[src/rtl/cpu_pkg.sv]
// Shared EX-stage definitions: ALU op codes for the multi-cycle path and the sequencer state type.
// No logic of its own; helpers are pure decode functions.
// Imported by the EX-stage blocks that need to recognise MULT/MULTU/DIV/DIVU.
package cpu_pkg;

  localparam logic [5:0] ALU_MULT  = 6'h18;
  localparam logic [5:0] ALU_MULTU = 6'h19;
  localparam logic [5:0] ALU_DIV   = 6'h1A;
  localparam logic [5:0] ALU_DIVU  = 6'h1B;

  typedef enum logic [1:0] {
    MD_IDLE,
    MD_MUL,
    MD_DIV,
    MD_HOLD
  } md_state_t;

  // True for the four ops that go through the multi-cycle sequencer
  function automatic logic is_muldiv(input logic [5:0] op);
    return (op == ALU_MULT) || (op == ALU_MULTU) || (op == ALU_DIV) || (op == ALU_DIVU);
  endfunction

  // True for the multiplier-bound subset
  function automatic logic is_mul_op(input logic [5:0] op);
    return (op == ALU_MULT) || (op == ALU_MULTU);
  endfunction

  // True for the signed variants
  function automatic logic is_signed_op(input logic [5:0] op);
    return (op == ALU_MULT) || (op == ALU_DIV);
  endfunction

endpackage

[src/rtl/muldiv_sched.sv]
// Sequencer for MULT/MULTU/DIV/DIVU in EX: launches one mul/div op, stalls the pipe, returns {hi,lo}.
// Latency: multiply commits MUL_LAT+2 cycles after accept; divide waits for div_done, watchdog DIV_MAX cycles.
// Backpressure: result parks in HOLD (done=1) while pipe_hold is high; flush cancels in any state.
module muldiv_sched
  import cpu_pkg::*;
#(
  parameter int MUL_LAT = 2,
  parameter int DIV_MAX = 40
) (
  input  logic        clk,
  input  logic        rst,
  input  logic        ex_valid,
  input  logic [5:0]  ALUControl,
  input  logic [31:0] a,
  input  logic [31:0] b,
  input  logic        flush,
  input  logic        pipe_hold,
  output logic [31:0] op_a,
  output logic [31:0] op_b,
  output logic        op_signed,
  output logic        mul_start,
  input  logic [63:0] mul_result,
  output logic        div_start,
  output logic        div_abort,
  input  logic        div_done,
  input  logic [31:0] div_q,
  input  logic [31:0] div_r,
  output logic        stall,
  output logic        done,
  output logic [63:0] hiloData,
  output logic        hiloWrite,
  output logic        div_err
);

  localparam int CW = $clog2(DIV_MAX + 1);
  localparam logic [CW-1:0] MUL_INIT = CW'(MUL_LAT);
  localparam logic [CW-1:0] DIV_LIM  = CW'(DIV_MAX);

  md_state_t     state_q, state_d;
  logic [CW-1:0] cnt_q, cnt_d;
  logic [31:0]   op_a_q, op_a_d;
  logic [31:0]   op_b_q, op_b_d;
  logic          op_signed_q, op_signed_d;
  logic [63:0]   hilo_q, hilo_d;

  logic accept;
  logic wd_expire;

  // rst also gates accept so nothing launches in the reset cycle itself
  assign accept    = !rst && (state_q == MD_IDLE) && ex_valid && is_muldiv(ALUControl) && !flush;
  // Divider ran out of time; a done arriving in the same cycle still wins
  assign wd_expire = (state_q == MD_DIV) && !div_done && (cnt_q == DIV_LIM);

  // State register, counter, launch operands and result register
  always_ff @(posedge clk) begin
    if (rst) begin
      state_q     <= MD_IDLE;
      cnt_q       <= '0;
      op_a_q      <= '0;
      op_b_q      <= '0;
      op_signed_q <= 1'b0;
      hilo_q      <= '0;
    end else begin
      state_q     <= state_d;
      cnt_q       <= cnt_d;
      op_a_q      <= op_a_d;
      op_b_q      <= op_b_d;
      op_signed_q <= op_signed_d;
      hilo_q      <= hilo_d;
    end
  end

  // Next-state: flush always returns to IDLE and discards any in-flight result
  always_comb begin
    state_d     = state_q;
    cnt_d       = cnt_q;
    op_a_d      = op_a_q;
    op_b_d      = op_b_q;
    op_signed_d = op_signed_q;
    hilo_d      = hilo_q;
    if (flush) begin
      state_d = MD_IDLE;
      cnt_d   = '0;
    end else begin
      case (state_q)
        MD_IDLE: begin
          if (accept) begin
            op_a_d      = a;
            op_b_d      = b;
            op_signed_d = is_signed_op(ALUControl);
            if (is_mul_op(ALUControl)) begin
              state_d = MD_MUL;
              cnt_d   = MUL_INIT;
            end else begin
              state_d = MD_DIV;
              cnt_d   = '0;
            end
          end
        end
        MD_MUL: begin
          // cnt counts down to the cycle the pipelined product is valid
          if (cnt_q == '0) begin
            hilo_d  = mul_result;
            state_d = MD_HOLD;
          end else begin
            cnt_d = cnt_q - CW'(1);
          end
        end
        MD_DIV: begin
          if (div_done) begin
            hilo_d  = {div_r, div_q};
            state_d = MD_HOLD;
            cnt_d   = '0;
          end else if (wd_expire) begin
            state_d = MD_IDLE;
            cnt_d   = '0;
          end else begin
            cnt_d = cnt_q + CW'(1);
          end
        end
        MD_HOLD: begin
          if (!pipe_hold) state_d = MD_IDLE;
        end
        default: state_d = MD_IDLE;
      endcase
    end
  end

  // Outputs: strobes decoded from state; rst forces them low in the reset cycle
  always_comb begin
    stall     = 1'b0;
    mul_start = 1'b0;
    div_start = 1'b0;
    div_abort = 1'b0;
    div_err   = 1'b0;
    done      = 1'b0;
    hiloWrite = 1'b0;
    if (!rst) begin
      stall     = accept || (state_q == MD_MUL) || (state_q == MD_DIV);
      mul_start = !flush && (state_q == MD_MUL) && (cnt_q == MUL_INIT);
      div_start = !flush && (state_q == MD_DIV) && (cnt_q == '0);
      div_abort = (state_q == MD_DIV) && (flush || wd_expire);
      div_err   = !flush && wd_expire;
      done      = (state_q == MD_HOLD);
      hiloWrite = (state_q == MD_HOLD) && !pipe_hold && !flush;
    end
  end

  assign op_a      = op_a_q;
  assign op_b      = op_b_q;
  assign op_signed = op_signed_q;
  assign hiloData  = hilo_q;

endmodule
[config.mk]
export PLATFORM = sky130hd
export DESIGN_NAME = muldiv_sched
export DESIGN_NICKNAME = d
export VERILOG_FILES = /design/src/rtl/cpu_pkg.sv /design/src/rtl/muldiv_sched.sv
export SDC_FILE = /design/constraint.sdc
export NUM_CORES = 1
export LEC_CHECK = 0
export ABC_AREA = 1
export ABC_CLOCK_PERIOD_IN_PS = 3100
export CELL_PAD_IN_SITES_DETAIL_PLACEMENT = 2
export CELL_PAD_IN_SITES_GLOBAL_PLACEMENT = 2
export CORE_UTILIZATION = 21
export CTS_CLUSTER_SIZE = 24
export DETAILED_ROUTE_END_ITERATION = 10
export HOLD_SLACK_MARGIN = 0.06
export PLACE_DENSITY = 0.95
export SYNTH_ARGS = -nofsm -noshare
export SYNTH_HDL_FRONTEND = slang
export SYNTH_SLANG_ARGS = --single-unit
export TNS_END_PERCENT = 1
[constraint.sdc]
create_clock -name clk -period 3.1 [get_ports clk]
set_input_delay 0.465 -clock clk [delete_from_list [all_inputs] [get_ports clk]]
set_output_delay 0.465 -clock clk [all_outputs]
set_load 0.01 [all_outputs]
==> summary.txt <==
Logic synthesis
  • Prevailing post-synth register cell: dfxtp_1
  • Post-synthesis sequential area ratio: a little over two fifths
  • EDFF count, synth: 0
  • Synth Register Bits: 137
  • Cell taking the most area after synthesis: dfxtp_1
  • Commonest cells in the netlist: 294 x nor2_1, 235 x nand2_1, 137 x dfxtp_1
  • Syn nets: 1149
  • Synth Warn #: 0
  • Cell Area, Synth: 6250 um^2
  • Async S/R FF share, synth: 0%
  • Most numerous cell in the Yosys netlist: nor2_1
  • Top cells by area, synth: dfxtp_1 44%, nor2_1 18%, nand2_1 14%
  • Syn Area/Cell: between 6 and 7 um^2
  • Synth cell types: 25
  • Share of the synthesized area in the top cell type: 43.9%
  • Post-Synthesis Cells: 936

STA
  • Fin. Hold Viols: 0
  • RSZ-0062 raised after global routing: no
  • Post-route setup TNS: 0 ns
  • Minimum clock period: 2.85 ns
  • Max frequency: around 350 MHz
  • Final-report max-slew violation count: 0
  • Slew headroom: 47.2%
  • Final setup viols: 0
  • Skew final: 0.0135 ns
  • Period utilization: 92.0%
  • Least-Margin Pin Slew: ~0.79 ns

Critical path
  • R2R cell count: 8
  • CP endpoint kind: primary output
  • WP data arrival: around 2.4 ns
  • R2R Setup Slk: 0.78 ns
  • Crit path kind: reg2out
  • Startpoint types: flip-flop
  • RR Endpoint: hiloData[49]
  • Crit Reg-Reg Startpoint: state_q[1]
  • WP data required: about 2.6 ns
  • Worst-path fanout max: 49

Clock network
  • CTS Buf Count: 17
  • Clk Latency, worst-skew pair: roughly 0.42 ns
  • CTS tree: built
  • Post-CTS Setup Repair Bufs: 0
  • H-Tree Depth: 4
  • Clk sinks: 137
  • # hold bufs at CTS: 0
  • Root Driver: clkbuf_16
  • Bufs on Longest Clock Path: 2
  • Reg clk slew, reported paths: ~0.070 ns
  • Post-CTS Resized: 0

Drt
  • Iter 0 DRT Violations: 226
  • WL/cell: 17.1 um
  • Router iterations before antenna repair: 4
  • Post-route antenna net violation count: 0
  • Via count: 7356
  • DRC Markers: 0
  • Final WL: approximately 28 mm
  • Drt via density: 4.47

Floorplan
  • # rows: 62
  • I/O pin count: 340
  • Die area: between 30000 and 40000 um^2
  • Core ar.: 29000 um^2
  • Die Y: 175 um
  • Initial core utilization: 21.5%
  • Die X: 175 um

Power and ir drop
  • Leak: 0.00408 uW
  • Share of power burned in registers: between 40% and 50%
  • Power density cells: 422 nW/um^2
  • Sw Ratio: about a quarter
  • Max VDD drop: 0.000350 V
  • Comb power frac: between 10% and 20%
  • Pwr Total: about 4400 uW
  • Internal: 3250 uW
  • P_sw: 1170 uW
  • Clock Power Share: about half

Placed design
  • Port buffer count: 339
  • Hpwl dp: 21.2 mm
  • GPL Wtd Cong: approximately 0.8

Global routing
  • Initial antenna violation count: 1
  • Global Route Usage Sum: about 18%
  • Global route overflow: 0
  • Number of global-route vias before repair: 7948
  • Largest net degree at the start of global routing: 76
  • First-pass GRT wire length: 44.0 mm

Status
  • Run status: completed

Final layout
  • Final core occ: 36.1%
  • Filler Cell Count: 3405
  • Syn-to-layout area delta: 67.5%
  • Final net count: 1460
  • Layout cell share with drive strength beyond 1: under 10%
  • Ant. Diodes: 0

Min path
  • Hold path endpoint: hiloData[55]
  • Min-delay src: hiloData[55]
  • Worst Hold Class: reg2reg
  • Hold Path Depth: 2

Run
  • Max Cap Violations: 0
==> flip-flops by register name, summed over array words and instances (netlist names) <==
name and cells:
state_q 2, hiloData 64, op_b 32, cnt_q 6, op_signed 1, op_a 32
==> logic make-up after synthesis <==
group / after synthesis / share of synthesized area, %
buffers and inverters: 83 / 7.59
XOR/XNOR: 2 / 0.280
AO/OA/AOI/OAI: 142 / 11.4
adder cells (fa/ha/maj): 9 / 1.80
AND/OR/NAND/NOR: 563 / 35.0
flip-flops: 137 / 43.9
==> placed cells by master (no fill, tap or decap), types with 8 or more instances in the layout <==
master	instances
nor2_1	293
clkdlybuf4s50_1	339
o21ai_0	42
o21ai_1	92
dfxtp_1	137
clkbuf_16	17
nand2_1	234
inv_1	20
ha_1	8
buf_4	9
nand3_1	13
==> final cells by class <==
type	count	area (um^2)	area share (%)
inverter	25	96.3	0.920
timing repair buffer	350	3500	33.4
multi-input combinational	716	3050	29.1
tap	384	480	4.59
clock inverter	15	180	1.72
clock buffer	17	425	4.06
sequential	137	2740	26.2
==> worst max path at each step <==
stage,from,endpoint,slack (ns),cells after the start
floorplan,state_q[0],stall,1.37,7
global placement,rst,op_a[29],0.37,6
detailed placement,rst,hiloData[49],0.27,6
CTS,cnt_q[0],div_abort,0.15,7
global route,state_q[0],div_start,0.07,6
finish,state_q[0],div_start,0.25,6
==> worst max-delay path, cell delays in order (launching register included) <==
cell             delay (ns)
dfxtp_1                0.35
inv_1                  0.17
ha_2                   0.23
inv_2                  0.06
buf_4                  0.27
nor3_1                 0.30
clkdlybuf4s50_1        0.59
==> metal layers <==
metal / vias up / wire length [um] / GRT usage, %
met3: 35 / 1130 / 3.85
li1: 3571 / - / -
met2: 196 / 14600 / 34.3
met5: - / 11 / 0
met1: 3552 / 11800 / 20.9
met4: 2 / 660 / 5.80
==> power groups by stage <==
| stage | clock network (uW) | logic, uW | registers (uW) |
|---|---|---|---|
| finish | 2130 | 507 | 1790 |
| floorplan | 0 | 150 | 1830 |
| CTS | 2200 | 516 | 1790 |
| global placement | 0 | 492 | 1830 |
| detailed placement | 0 | 511 | 1830 |
| global route | 2270 | 556 | 1790 |
==> through the flow <==
step,setup slack [ns],std cells,cell area [um^2],hold WS (ns)
after floorplan,1.37,936,6250,0.495
after global placement,0.375,1612,9860,0.461
after detailed placement,0.272,1612,9860,0.475
after CTS,0.148,1644,10500,0.491
after global routing,0.0720,1644,10500,0.511
final,0.247,1644,10500,0.482
Note: power is estimated with default switching activity, not from simulation.
